[src/rtl/lh_message_sender.sv]
// lh_message_sender: buffers printable host bytes, then frames them to a hasher
// as 0xFF, body bytes, 0x00 and captures the returned 64-bit digest.
//
//   state | meaning
//   ------+--------------------------------------------------------------
//   IDLE  | accept host writes into the FIFO, wait for start
//   HEAD  | present 0xFF frame marker until the hasher takes it
//   BODY  | present FIFO head, pop on each byte_ready
//   TAIL  | present 0x00 frame terminator until the hasher takes it
//   WAIT  | wait for digest_ready, bounded by TIMEOUT cycles
//   DONE  | one-cycle hash_valid pulse, then back to IDLE
module lh_message_sender #(
  parameter int MAX_LEN = 32,
  parameter int TIMEOUT = 255
) (
  input  logic        clk,
  input  logic        rst,
  input  logic [7:0]  wr_byte,
  input  logic        wr_valid,
  output logic        wr_ready,
  input  logic        start,
  output logic [7:0]  message_byte,
  output logic        message_valid,
  input  logic        byte_ready,
  input  logic [63:0] digest,
  input  logic        digest_ready,
  output logic [63:0] hash_out,
  output logic        hash_valid,
  output logic        busy,
  output logic        err_invalid,
  output logic        err_timeout
);

  localparam int PW = $clog2(MAX_LEN);
  localparam int CW = $clog2(MAX_LEN) + 1;
  localparam int TW = $clog2(TIMEOUT + 1);

  typedef enum logic [2:0] {
    S_IDLE,
    S_HEAD,
    S_BODY,
    S_TAIL,
    S_WAIT,
    S_DONE
  } state_t;

  state_t        state;
  logic [7:0]    mem [MAX_LEN];
  logic [PW-1:0] wr_ptr;
  logic [PW-1:0] rd_ptr;
  logic [PW-1:0] rd_next;
  logic [CW-1:0] count;
  logic [TW-1:0] timer;
  logic          accept;
  logic          printable;
  logic          push;

  assign wr_ready  = (state == S_IDLE) && (count < CW'(MAX_LEN));
  assign busy      = (state != S_IDLE);
  assign accept    = wr_valid && wr_ready;
  assign printable = (wr_byte >= 8'h20) && (wr_byte <= 8'h7E);
  assign push      = accept && printable;
  // Pointers are exactly log2(MAX_LEN) bits, so the increment wraps on its own.
  assign rd_next   = rd_ptr + 1'b1;

  // FIFO storage write; contents need no reset since count gates every read.
  always_ff @(posedge clk) begin
    if (!rst && push) begin
      mem[wr_ptr] <= wr_byte;
    end
  end

  // Sequencer: FIFO bookkeeping, framing outputs, digest capture and errors.
  always_ff @(posedge clk) begin
    if (rst) begin
      state         <= S_IDLE;
      wr_ptr        <= '0;
      rd_ptr        <= '0;
      count         <= '0;
      timer         <= '0;
      message_byte  <= 8'h00;
      message_valid <= 1'b0;
      hash_out      <= '0;
      hash_valid    <= 1'b0;
      err_invalid   <= 1'b0;
      err_timeout   <= 1'b0;
    end else begin
      hash_valid <= 1'b0;
      case (state)
        S_IDLE: begin
          if (accept) begin
            if (printable) begin
              wr_ptr <= wr_ptr + 1'b1;
              count  <= count + 1'b1;
            end else begin
              err_invalid <= 1'b1;
            end
          end
          if (start && (count != '0)) begin
            state         <= S_HEAD;
            message_byte  <= 8'hFF;
            message_valid <= 1'b1;
          end
        end
        S_HEAD: begin
          if (byte_ready) begin
            state        <= S_BODY;
            message_byte <= mem[rd_ptr];
          end
        end
        S_BODY: begin
          if (byte_ready) begin
            rd_ptr <= rd_next;
            count  <= count - 1'b1;
            if (count == CW'(1)) begin
              state        <= S_TAIL;
              message_byte <= 8'h00;
            end else begin
              message_byte <= mem[rd_next];
            end
          end
        end
        S_TAIL: begin
          if (byte_ready) begin
            state         <= S_WAIT;
            message_byte  <= 8'h00;
            message_valid <= 1'b0;
            timer         <= '0;
          end
        end
        S_WAIT: begin
          // A digest arriving on the last allowed cycle still counts as success.
          if (digest_ready) begin
            hash_out   <= digest;
            hash_valid <= 1'b1;
            state      <= S_DONE;
          end else if (timer == TW'(TIMEOUT - 1)) begin
            err_timeout <= 1'b1;
            state       <= S_IDLE;
          end else begin
            timer <= timer + 1'b1;
          end
        end
        S_DONE: begin
          state <= S_IDLE;
        end
        default: begin
          state <= S_IDLE;
        end
      endcase
    end
  end

endmodule

[config.mk]
export PLATFORM = sky130hd
export DESIGN_NAME = lh_message_sender
export DESIGN_NICKNAME = d
export VERILOG_FILES = /design/src/rtl/lh_message_sender.sv
export SDC_FILE = /design/constraint.sdc
export NUM_CORES = 1
export LEC_CHECK = 0
export ABC_AREA = 1
export ABC_CLOCK_PERIOD_IN_PS = 4950
export CORE_MARGIN = 1
export CORE_UTILIZATION = 44
export DETAILED_ROUTE_END_ITERATION = 7
export PLACE_DENSITY = 0.63
export SETUP_SLACK_MARGIN = 0.4
export SLEW_MARGIN = 10
export SYNTH_ARGS = -nofsm -noshare
export SYNTH_HDL_FRONTEND = slang
export SYNTH_SLANG_ARGS = --single-unit
export TNS_END_PERCENT = 100
[constraint.sdc]
create_clock -name clk -period 4.95 [get_ports clk]
set_input_delay 0.99 -clock clk [delete_from_list [all_inputs] [get_ports clk]]
set_output_delay 0.99 -clock clk [all_outputs]
set_load 0.02 [all_outputs]
==> impl_metrics.env, run 1 <==
export IMPL_drtPass1Iterations=6
export IMPL_clkSlewWorstSetupHoldPaths_ns=0.05
export IMPL_dpl_instance_area_um2=19600
export IMPL_synth_warnings=0
export IMPL_combPwrFrac=0.273
export IMPL_grt_pass1_vias=14900
export IMPL_fillCellCount=3670
export IMPL_ys_seq_elements=364
export IMPL_ir_worst_vdd_mv=0.273
export IMPL_gp_congestion=0.979
export IMPL_fin_skew_ns=0.0145
export IMPL_slowest_stage="nor2_1"
export IMPL_start_kind="primary input"
export IMPL_timing_critical_path_cells="clkdlybuf4s50_1 > inv_1 > a21oi_1 > nand3_4 > nor2_4 > nand2_1 > nor2_1"
export IMPL_r2r_slack_ns=1.90
export IMPL_cts_buffers=39
export IMPL_post_drt_wl_per_cell_um=19.7
export IMPL_syn2layout_area_growth_pct=17.2
export IMPL_clockBufferDepth=3
export IMPL_htree_num_levels=2
export IMPL_drc_errors=0
export IMPL_postCtsSetupBuffers=0
export IMPL_reg2reg_from="rd_ptr[0]"
export IMPL_path_buf_inv=2
export IMPL_cts_tree="built"
export IMPL_synth_area_um2=17700
export IMPL_syn_area_per_cell_um2=8.20
export IMPL_cp_max_fo=8
export IMPL_worstRegToRegCells=12
export IMPL_ant_nets=0
export IMPL_dp_cells=2729
export IMPL_die_y_um=203
export IMPL_grt_pass1_wl_mm=84.9
export IMPL_rows=73
export IMPL_io_pins=156
export IMPL_min_period_ns=3.41
export IMPL_r2r_end="message_byte[7]"
export IMPL_totalWireLength_mm=55.2
export IMPL_hold_path_endpoint="hash_out[19]"
export IMPL_vias=15600
export IMPL_fmax_ghz=0.293
export IMPL_totalNegativeSetupSlack_ns=0
export IMPL_die_w_um=203
export IMPL_drive_gt1_frac=0.0462
export IMPL_cts_resized=0
export IMPL_layoutNonFillerInstCount=2799
export IMPL_p_sw_mw=2.90
export IMPL_layout_setup_ws_ns=1.54
export IMPL_status="finished, final reports clean"
export IMPL_clock_sinks=364
export IMPL_timing_final_crit_share=0.690
export IMPL_slew_headroom=0.165
export IMPL_seqPwrFrac=0.402
export IMPL_p_per_area_nw_per_um2=410
export IMPL_root_buffer="clkbuf_16"
export IMPL_swShare=0.340
export IMPL_initial_core_util=0.446
export IMPL_grt_max_degree=129
export IMPL_worstPathRequired_ns=5.11
export IMPL_portBuffers=155
export IMPL_synth_fp_nets=2248
export IMPL_intPower_mw=5.61
export IMPL_min_path_cells=2
export IMPL_max_stage_delay_ns=0.73
export IMPL_dieArea_um2=41000
export IMPL_hold_buffers=0
export IMPL_dp_slack_ns=1.04
export IMPL_core_um2=39700
export IMPL_dp_hpwl_mm=35.0
export IMPL_critical_path_class="in2reg"
export IMPL_max_cap_violations=0
export IMPL_drt_iter0_drc=1667
export IMPL_worstHoldStart="hash_out[19]"
export IMPL_postSynthCellCount=2159
export IMPL_rsz0062_at_grt="no"
export IMPL_crit_path_end_kind="flip-flop"
export IMPL_diodes=0
export IMPL_drt_vias_per_instance=5.59
export IMPL_antenna_found_initial=0
export IMPL_startpoint="wr_byte[5]"
export IMPL_yosysUniqueCellTypes=30
export IMPL_yosysSeqAreaShare=0.556
export IMPL_worstPathArrival_ns=3.57
export IMPL_gr_total_overflow=0
export IMPL_final_cell_area_um2=20700
export IMPL_final_util=0.522
export IMPL_hold_viol=0
export IMPL_clockPowerShare=0.325
export IMPL_min_path_type="reg2reg"
export IMPL_slew_violations=0
export IMPL_nets=2334
export IMPL_cp_depth=7
export IMPL_power_leakage_nw=8.02
export IMPL_gr_usage_all_layers=0.267
export IMPL_finalSetupViolations=0
export IMPL_clk_latency_ns=0.54
export IMPL_worstMarginPinSlew_ns=1.25
export IMPL_path_delay_family="simple AND/OR/NAND/NOR gates"
-- worst max path at each step --
stage	to	slack (ns)
finish	mem[21][5]	1.54
global route	mem[23][0]	1.41
CTS	mem[21][5]	1.59
detailed placement	mem[21][5]	1.04
global placement	mem[13][7]	1.10
floorplan	mem[31][0]	2.37
-- kinds of logic (layout without fill, tap and decap cells) --
family / count (synthesis) / after routing / synth area share
simple gates: 1331 / 1331 / 0.319
compound gates: 165 / 165 / 0.0473
buf+inv: 277 / 392 / 0.0637
xor+xnor: 11 / 11 / 0.00587
fa+ha+maj: 11 / 11 / 0.00777
flops: 364 / 364 / 0.556
-- layer usage --
layer | share of wire | track usage
met1 | 0.40 | 0.355
met2 | 0.46 | 0.430
met3 | 0.10 | 0.0565
met4 | 0.033 | 0.0980
met5 | 0 | 0
-- power by group through the flow --
stage / Combinational, mW / Sequential (mW) / Clock [mW]
2_1_floorplan: 1.44 / 3.50 / 0
3_3_place_gp: 2.24 / 3.48 / 0
3_5_place_dp: 2.27 / 3.49 / 0
4_1_cts: 2.27 / 3.42 / 2.80
5_1_grt: 2.53 / 3.43 / 2.91
6_report: 2.32 / 3.42 / 2.76
-- tightest hold or removal path, cell delays in order (launching register included) --
cell     delay, ns
dfxtp_1       0.31
nand2_1       0.06
a21oi_1       0.05
-- placed cells by master (no fill, tap or decap), types with 2 or more instances in the layout --
cell type	n
nor2_1	131
xor2_1	7
clkdlybuf4s50_1	153
nor3_1	6
dfxtp_4	2
clkinv_2	6
clkinv_4	2
clkbuf_16	39
clkinvlp_4	6
xnor2_2	2
inv_2	7
clkinv_1	3
nand3_1	467
buf_2	2
inv_6	2
a21oi_1	102
dfxtp_1	105
nand4_1	5
o21ai_0	58
nand2_1	712
nand3b_1	5
nand2_2	2
ha_1	11
bufinv_16	2
buf_4	26
inv_1	131
clkbuf_1	11
edfxtp_1	256
-- area by class of cell --
type                       instances  area [µm²]  area share
inverter                         140         529      0.0255
timing repair buffer             182        1760      0.0847
tap                              525         657      0.0317
clock inverter                    20         176     0.00850
multi-input combinational       1518        6750       0.325
clock buffer                      50        1020      0.0490
sequential                       364        9860       0.475
-- synthesized netlist by cell type --
| library cell | instances | area share |
|---|---|---|
| inv_2 | 8 | 0.0017 |
| a211oi_1 | 1 | 0.00042 |
| nor3_2 | 1 | 0.00057 |
| xor2_1 | 8 | 0.0040 |
| nand3_1 | 467 | 0.13 |
| a22oi_1 | 1 | 0.00042 |
| nor3_1 | 6 | 0.0017 |
| nor2_1 | 131 | 0.028 |
| nand4_1 | 5 | 0.0018 |
| dfxtp_1 | 108 | 0.12 |
| buf_4 | 2 | 0.00085 |
| ha_1 | 11 | 0.0078 |
| buf_1 | 14 | 0.0030 |
| xnor2_1 | 2 | 0.00099 |
| edfxtp_1 | 256 | 0.43 |
| o21ai_1 | 1 | 0.00028 |
| nand3b_1 | 5 | 0.0021 |
| buf_6 | 2 | 0.0013 |
| o211ai_1 | 1 | 0.00042 |
| nand3_4 | 1 | 0.00099 |
| nand2_2 | 1 | 0.00035 |
| o21ai_0 | 58 | 0.016 |
| nor2_4 | 1 | 0.00064 |
| clkbuf_1 | 67 | 0.014 |
| inv_1 | 132 | 0.028 |
| buf_2 | 52 | 0.015 |
| nand2_1 | 713 | 0.15 |
| o32ai_1 | 1 | 0.00049 |
| xnor2_2 | 1 | 0.00092 |
| a21oi_1 | 102 | 0.029 |
-- state kept, by name (all words and copies together), names as in the netlist, 3 cells and up, named ones only --
name / cells
rd_ptr: 5
timer: 8
count: 6
state: 3
wr_ptr: 5
message_byte: 8
hash_out: 64
mem: 256
-- metrics by stage --
stage / hold WS, ns / power, mW
floorplan: 0.448 / 4.94
detailed placement: 0.454 / 5.75
global placement: 0.447 / 5.73
finish: 0.459 / 8.51
CTS: 0.464 / 8.49
global route: 0.476 / 8.87
Note: power is estimated with default switching activity, not from simulation.
==> run 2: changes to the inputs <==
ABC_CLOCK_PERIOD_IN_PS = 2800   (was 4950)
PLACE_DENSITY = 0.65   (was 0.63)
clock period = 2.8 ns   (was 4.95 ns; I/O delays follow)
==> run 2 against run 1 <==
  * Critical path depth shrank 3
  * Non-clock buffer count grew 56
  * Clock power rose by 90%
  * Clock skew increased by 0.0081 ns
  * Cell area rose by 3.4%
  * Critical endpoint is now wr_ready
  * Largest cell class unchanged
==> impl_metrics.env, run 2 (same netlist as run 1, synthesis figures left out) <==
export IMPL_core_um2=39700
export IMPL_nets=2391
export IMPL_max_cap_violations=0
export IMPL_io_pins=156
export IMPL_crit_path_end_kind="output port"
export IMPL_slew_violations=0
export IMPL_reg_top3="mem (256), hash_out (64)"
export IMPL_drt_vias_per_instance=5.56
export IMPL_top_layer="met4"
export IMPL_portBuffers=155
export IMPL_min_period_ns=2.31
export IMPL_root_buffer="clkbuf_16"
export IMPL_final_common_cell="nand2_1"
export IMPL_min_path_type="in2reg"
export IMPL_worstHoldStart="digest_ready"
export IMPL_drt_iter0_drc=1992
export IMPL_antenna_found_initial=0
export IMPL_p_sw_mw=5.27
export IMPL_power_leakage_nw=8.46
export IMPL_worstPathArrival_ns=1.75
export IMPL_clockBufferDepth=3
export IMPL_gr_total_overflow=0
export IMPL_largest_register="mem"
export IMPL_totalWireLength_mm=58.8
export IMPL_diodes=0
export IMPL_syn2layout_area_growth_pct=21.2
export IMPL_slew_headroom=0.449
export IMPL_timing_final_crit_share=0.826
export IMPL_r2r_end="message_byte[0]"
export IMPL_worstPathRequired_ns=2.24
export IMPL_layoutNonFillerInstCount=2859
export IMPL_wl_met3_mm=6.23
export IMPL_dpl_instance_area_um2=20100
export IMPL_critical_path_class="reg2out"
export IMPL_drc_errors=0
export IMPL_max_stage_delay_ns=0.38
export IMPL_status="finished, final reports clean"
export IMPL_timing_critical_path_cells="nor2_1 > nand2_1 > nor2_1 > dlygate4sd2_1"
export IMPL_final_cell_area_um2=21500
export IMPL_totalNegativeSetupSlack_ns=0
export IMPL_vias=15900
export IMPL_swShare=0.338
export IMPL_drive_gt1_frac=0.0716
export IMPL_rows=73
export IMPL_p_per_area_nw_per_um2=727
export IMPL_grt_pass1_wl_mm=89.7
export IMPL_cts_buffers=40
export IMPL_hold_path_endpoint="hash_out[40]"
export IMPL_drtPass1Iterations=8
export IMPL_fin_skew_ns=0.0226
export IMPL_gr_usage_all_layers=0.288
export IMPL_ant_nets=0
export IMPL_intPower_mw=10.3
export IMPL_cpMostUsedCell="nor2_1"
export IMPL_worstMarginPinSlew_ns=0.827
export IMPL_fillCellCount=3648
export IMPL_die_w_um=203
export IMPL_met2_length_mm=26.3
export IMPL_seqPwrFrac=0.387
export IMPL_cts_tree="built"
export IMPL_hold_buffers=0
export IMPL_rsz0062_at_grt="no"
export IMPL_initial_core_util=0.446
export IMPL_slowest_stage="dlygate4sd2_1"
export IMPL_dp_hpwl_mm=37.4
export IMPL_clk_latency_ns=0.57
export IMPL_hold_viol=0
export IMPL_clockPowerShare=0.336
export IMPL_grt_pass1_vias=14900
export IMPL_cp_max_fo=6
export IMPL_start_kind="flip-flop"
export IMPL_power_mw=15.6
export IMPL_reg2reg_from="rd_ptr[0]"
export IMPL_wirelength_met1_mm=24.3
export IMPL_min_path_cells=3
export IMPL_fmax_ghz=0.432
export IMPL_finalSetupViolations=0
export IMPL_dp_cells=2784
export IMPL_final_cell_mix="nand2_1 (712), nand3_1 (467), edfxtp_1 (256)"
export IMPL_post_drt_wl_per_cell_um=20.6
export IMPL_grt_max_degree=129
export IMPL_combPwrFrac=0.277
export IMPL_gp_congestion=0.952
export IMPL_dieArea_um2=41000
export IMPL_htree_num_levels=2
export IMPL_ir_worst_vdd_mv=0.438
export IMPL_largest_register_ffs=256
export IMPL_die_y_um=203
export IMPL_clock_sinks=364
export IMPL_clkSlewWorstSetupHoldPaths_ns=0.06
export IMPL_r2r_slack_ns=0.51
export IMPL_worstRegToRegCells=12
[run 2: cell count changes in the layout (fill, tap and decap cells not counted), sizes merged, moves of 2 or more]
cell,before,now
buf,29,84
bufinv,2,4
clkbuf,50,47
clkdlybuf4s50,153,151
clkinv,11,20
clkinvlp,6,2
dlygate4sd2,0,2
[run 2: worst max-delay path by stage]
stage	from	to	slack (ns)
CTS	state[0]	wr_ready	0.49
finish	state[0]	wr_ready	0.49
floorplan	state[0]	mem[28][0]	0.44
detailed placement	wr_byte[5]	mem[16][0]	0.07
global route	state[0]	wr_ready	0.41
global placement	wr_byte[5]	mem[16][0]	0.08
[run 2: layer usage]
| metal | global-route usage | vias to the layer above |
|---|---|---|
| li1 | - | 7465 |
| met1 | 0.401 | 7392 |
| met2 | 0.439 | 904 |
| met3 | 0.0652 | 129 |
| met4 | 0.102 | 0 |
| met5 | 0 | - |
[run 2: final cells by class]
type	instances	area, µm²	share of cell area
flip-flops and latches	364	9860	0.459
clock inverters	27	241	0.0113
repair buffers	238	2360	0.110
clock buffers	47	1050	0.0489
inverters	140	532	0.0248
well taps	525	657	0.0306
multi-input cells	1518	6770	0.315
[run 2: power groups by stage]
stage / clock network [mW] / logic (mW) / registers, mW
2_1_floorplan: 0 / 2.55 / 6.18
3_3_place_gp: 0 / 4.19 / 6.15
3_5_place_dp: 0 / 4.20 / 6.15
4_1_cts: 5.34 / 4.24 / 6.04
5_1_grt: 5.53 / 4.69 / 6.06
6_report: 5.24 / 4.33 / 6.04
[run 2: worst max-delay path: cells and delay by family, from the launching register on]
family,cells,cell delay (ns)
simple gates,3,0.45
buf+inv,1,0.38
flops,1,0.37
[run 2: through the flow]
step                hold slack, ns  setup slack [ns]   util
floorplan                    0.448             0.444      -
detailed placement           0.455            0.0660  0.506
finish                       0.427             0.486  0.540
global placement             0.447            0.0802  0.506
global route                 0.441             0.407  0.540
CTS                          0.400             0.489  0.540
[run 2: repair_timing]
action                                  CTS  global route
endpoints found under the setup margin    8             5
gates resized for setup                   4             2
setup buffers                             0             0
gates cloned                              1             0
==> run 3: changes to the inputs <==
ABC_CLOCK_PERIOD_IN_PS = 2000   (was 2800)
clock period = 2 ns   (was 2.8 ns; I/O delays follow)
==> run 3 against run 2 <==
  * The run now ends with setup timing left
  * Core utilization is 8.8 points higher
  * Count of clock-buffer cells in the layout is 4 higher
  * Power is 56% higher
  * Routed wire length is 9.6% higher
  * Worst setup slack worse by 0.53 ns
  * Register-to-register slack worse by 0.56 ns
  * First-iteration DRC count is 4.6% lower
  * Clock power is 43% higher
  * Cell area is 16% higher
  * Sequential cell count stayed put
  * Critical endpoint is now message_byte[1]
==> impl_metrics.env, run 3 (same netlist as run 1, synthesis figures left out) <==
export IMPL_globalRouteMet2Util=0.454
export IMPL_swShare=0.343
export IMPL_gr_usage_all_layers=0.292
export IMPL_diodes=0
export IMPL_dp_hpwl_mm=38.5
export IMPL_cts_buffers=39
export IMPL_final_cell_mix="nand2_1 (635), nand3_1 (361), edfxtp_1 (256)"
export IMPL_power_leakage_nw=9.79
export IMPL_die_y_um=203
export IMPL_reg_top3="mem (256), hash_out (64)"
export IMPL_rows=73
export IMPL_clockPowerShare=0.308
export IMPL_vias=16700
export IMPL_ant_nets=0
export IMPL_final_util=0.628
export IMPL_intPower_mw=16.0
export IMPL_clk_latency_ns=0.57
export IMPL_grt_max_degree=86
export IMPL_drive_gt1_frac=0.272
export IMPL_gp_congestion=0.962
export IMPL_cp_max_fo=9
export IMPL_p_sw_mw=8.37
export IMPL_drt_iter0_drc=1901
export IMPL_antenna_found_initial=1
export IMPL_htree_num_levels=2
export IMPL_min_period_ns=2.05
export IMPL_violations="setup timing"
export IMPL_grt_pass1_vias=15600
export IMPL_use_met1=0.400
export IMPL_timing_final_crit_share=1.02
export IMPL_syn2layout_area_growth_pct=40.9
export IMPL_seqPwrFrac=0.347
export IMPL_gr_total_overflow=0
export IMPL_grtUsageMet3=0.0596
export IMPL_post_drt_wl_per_cell_um=21.9
export IMPL_portBuffers=155
export IMPL_max_cap_violations=0
export IMPL_grt_pass1_wl_mm=91.7
export IMPL_worstPathArrival_ns=2.51
export IMPL_clockBufferDepth=3
export IMPL_p_per_area_nw_per_um2=978
export IMPL_totalWireLength_mm=64.5
export IMPL_worstMarginPinSlew_ns=0.597
export IMPL_clock_sinks=364
export IMPL_clkSlewWorstSetupHoldPaths_ns=0.06
export IMPL_critical_path_class="reg2reg"
export IMPL_core_um2=39700
export IMPL_slew_violations=0
export IMPL_ir_worst_vdd_mv=0.763
export IMPL_grt_most_used_layer="met2"
export IMPL_layout_setup_ws_ns=-0.0472
export IMPL_initial_core_util=0.446
export IMPL_cts_tree="built"
export IMPL_largest_register="mem"
export IMPL_fmax_ghz=0.488
export IMPL_slew_headroom=0.602
export IMPL_crit_path_end_kind="flip-flop"
export IMPL_status="finished with violations"
export IMPL_finalSetupViolations=3
export IMPL_drc_errors=0
export IMPL_root_buffer="clkbuf_16"
export IMPL_worstPathRequired_ns=2.46
export IMPL_largest_register_ffs=256
export IMPL_io_pins=156
export IMPL_final_common_cell="nand2_1"
export IMPL_die_w_um=203
export IMPL_rsz0062_at_grt="yes"
export IMPL_start_kind="flip-flop"
export IMPL_min_path_type="in2reg"
export IMPL_nets=2479
export IMPL_hold_viol=0
export IMPL_drtPass1Iterations=7
export IMPL_dieArea_um2=41000
export IMPL_drt_vias_per_instance=5.67
export IMPL_combPwrFrac=0.345
export IMPL_fin_skew_ns=0.0266
export IMPL_power_mw=24.4
[run 3: changes by cell type in the layout (fill, tap and decap cells not counted), sizes merged, moves of 4 or more]
cell / before / now
clkinvlp: 2 / 7
clkbuf: 47 / 63
buf: 84 / 195
clkdlybuf4s50: 151 / 72
clkdlybuf4s15: 0 / 40
bufbuf: 1 / 5
clkinv: 20 / 10
[run 3: cell type report]
type | count | area (µm²)
well taps | 525 | 657
inverters | 140 | 561
repair buffers | 327 | 3900
fillers | 3138 | 14800
flip-flops and latches | 364 | 9870
clock inverters | 21 | 233
clock buffers | 51 | 1100
multi-input cells | 1518 | 8620
[run 3: metal layers]
metal	share of wire	vias up
met3	0.092	183
met5	0.00028	-
li1	-	7679
met4	0.042	2
met2	0.46	983
met1	0.40	7852
[run 3: through the flow]
stage	setup WS, ns	cells	setup TNS [ns]	area, µm²	hold slack (ns)
finish	-0.0472	2946	-0.0868	24900	0.323
global placement	-0.508	2803	-124.72	20800	0.448
global route	-0.0659	2946	-2.82	24900	0.320
floorplan	0.0821	2159	0	18100	0.448
CTS	0.0307	2908	0	23200	0.245
detailed placement	-0.509	2803	-124.15	20800	0.454
[run 3: power groups by stage]
stage                     Clock, mW  Combinational, mW  Sequential, mW
after floorplan                   0               3.74            8.67
after global placement            0               6.48            8.59
after detailed placement          0               6.51            8.59
after CTS                      7.58               7.54            8.45
after global routing           7.84               8.94            8.48
final                          7.51               8.43            8.47
[run 3: repair_timing]
action | 4_1_cts | 5_1_grt
hold buffers | 0 | 0
hold endpoints to repair | 0 | 0
setup buffers | 20 | 23
gates resized for setup | 417 | 336
endpoints found under the setup margin | 359 | 367
gates cloned | 13 | 15
pin swaps | 45 | 84
[run 3: worst max-delay path, cell delays in order (launching register included)]
cell and delay [ns]:
dfxtp_4 0.38, ha_4 0.31, inv_8 0.06, buf_12 0.15, buf_12 0.15, buf_12 0.14
nand3_2 0.10, nand3_2 0.09, nand3_1 0.09, nand3_1 0.10, nand3_2 0.11, nand3_4 0.11
nand2_2 0.11, inv_1 0.05
[run 3: path summary, 6_finish.rpt]
check	to	slack (ns)	startpoint	depth (start not counted)
hold reg to reg	hash_out[50]	0.47	hash_out[50]	2
setup / recovery	message_byte[1]	-0.05	rd_ptr[0]	13
hold / removal	state[2]	0.32	digest_ready	3
setup reg to reg	message_byte[1]	-0.05	rd_ptr[0]	13
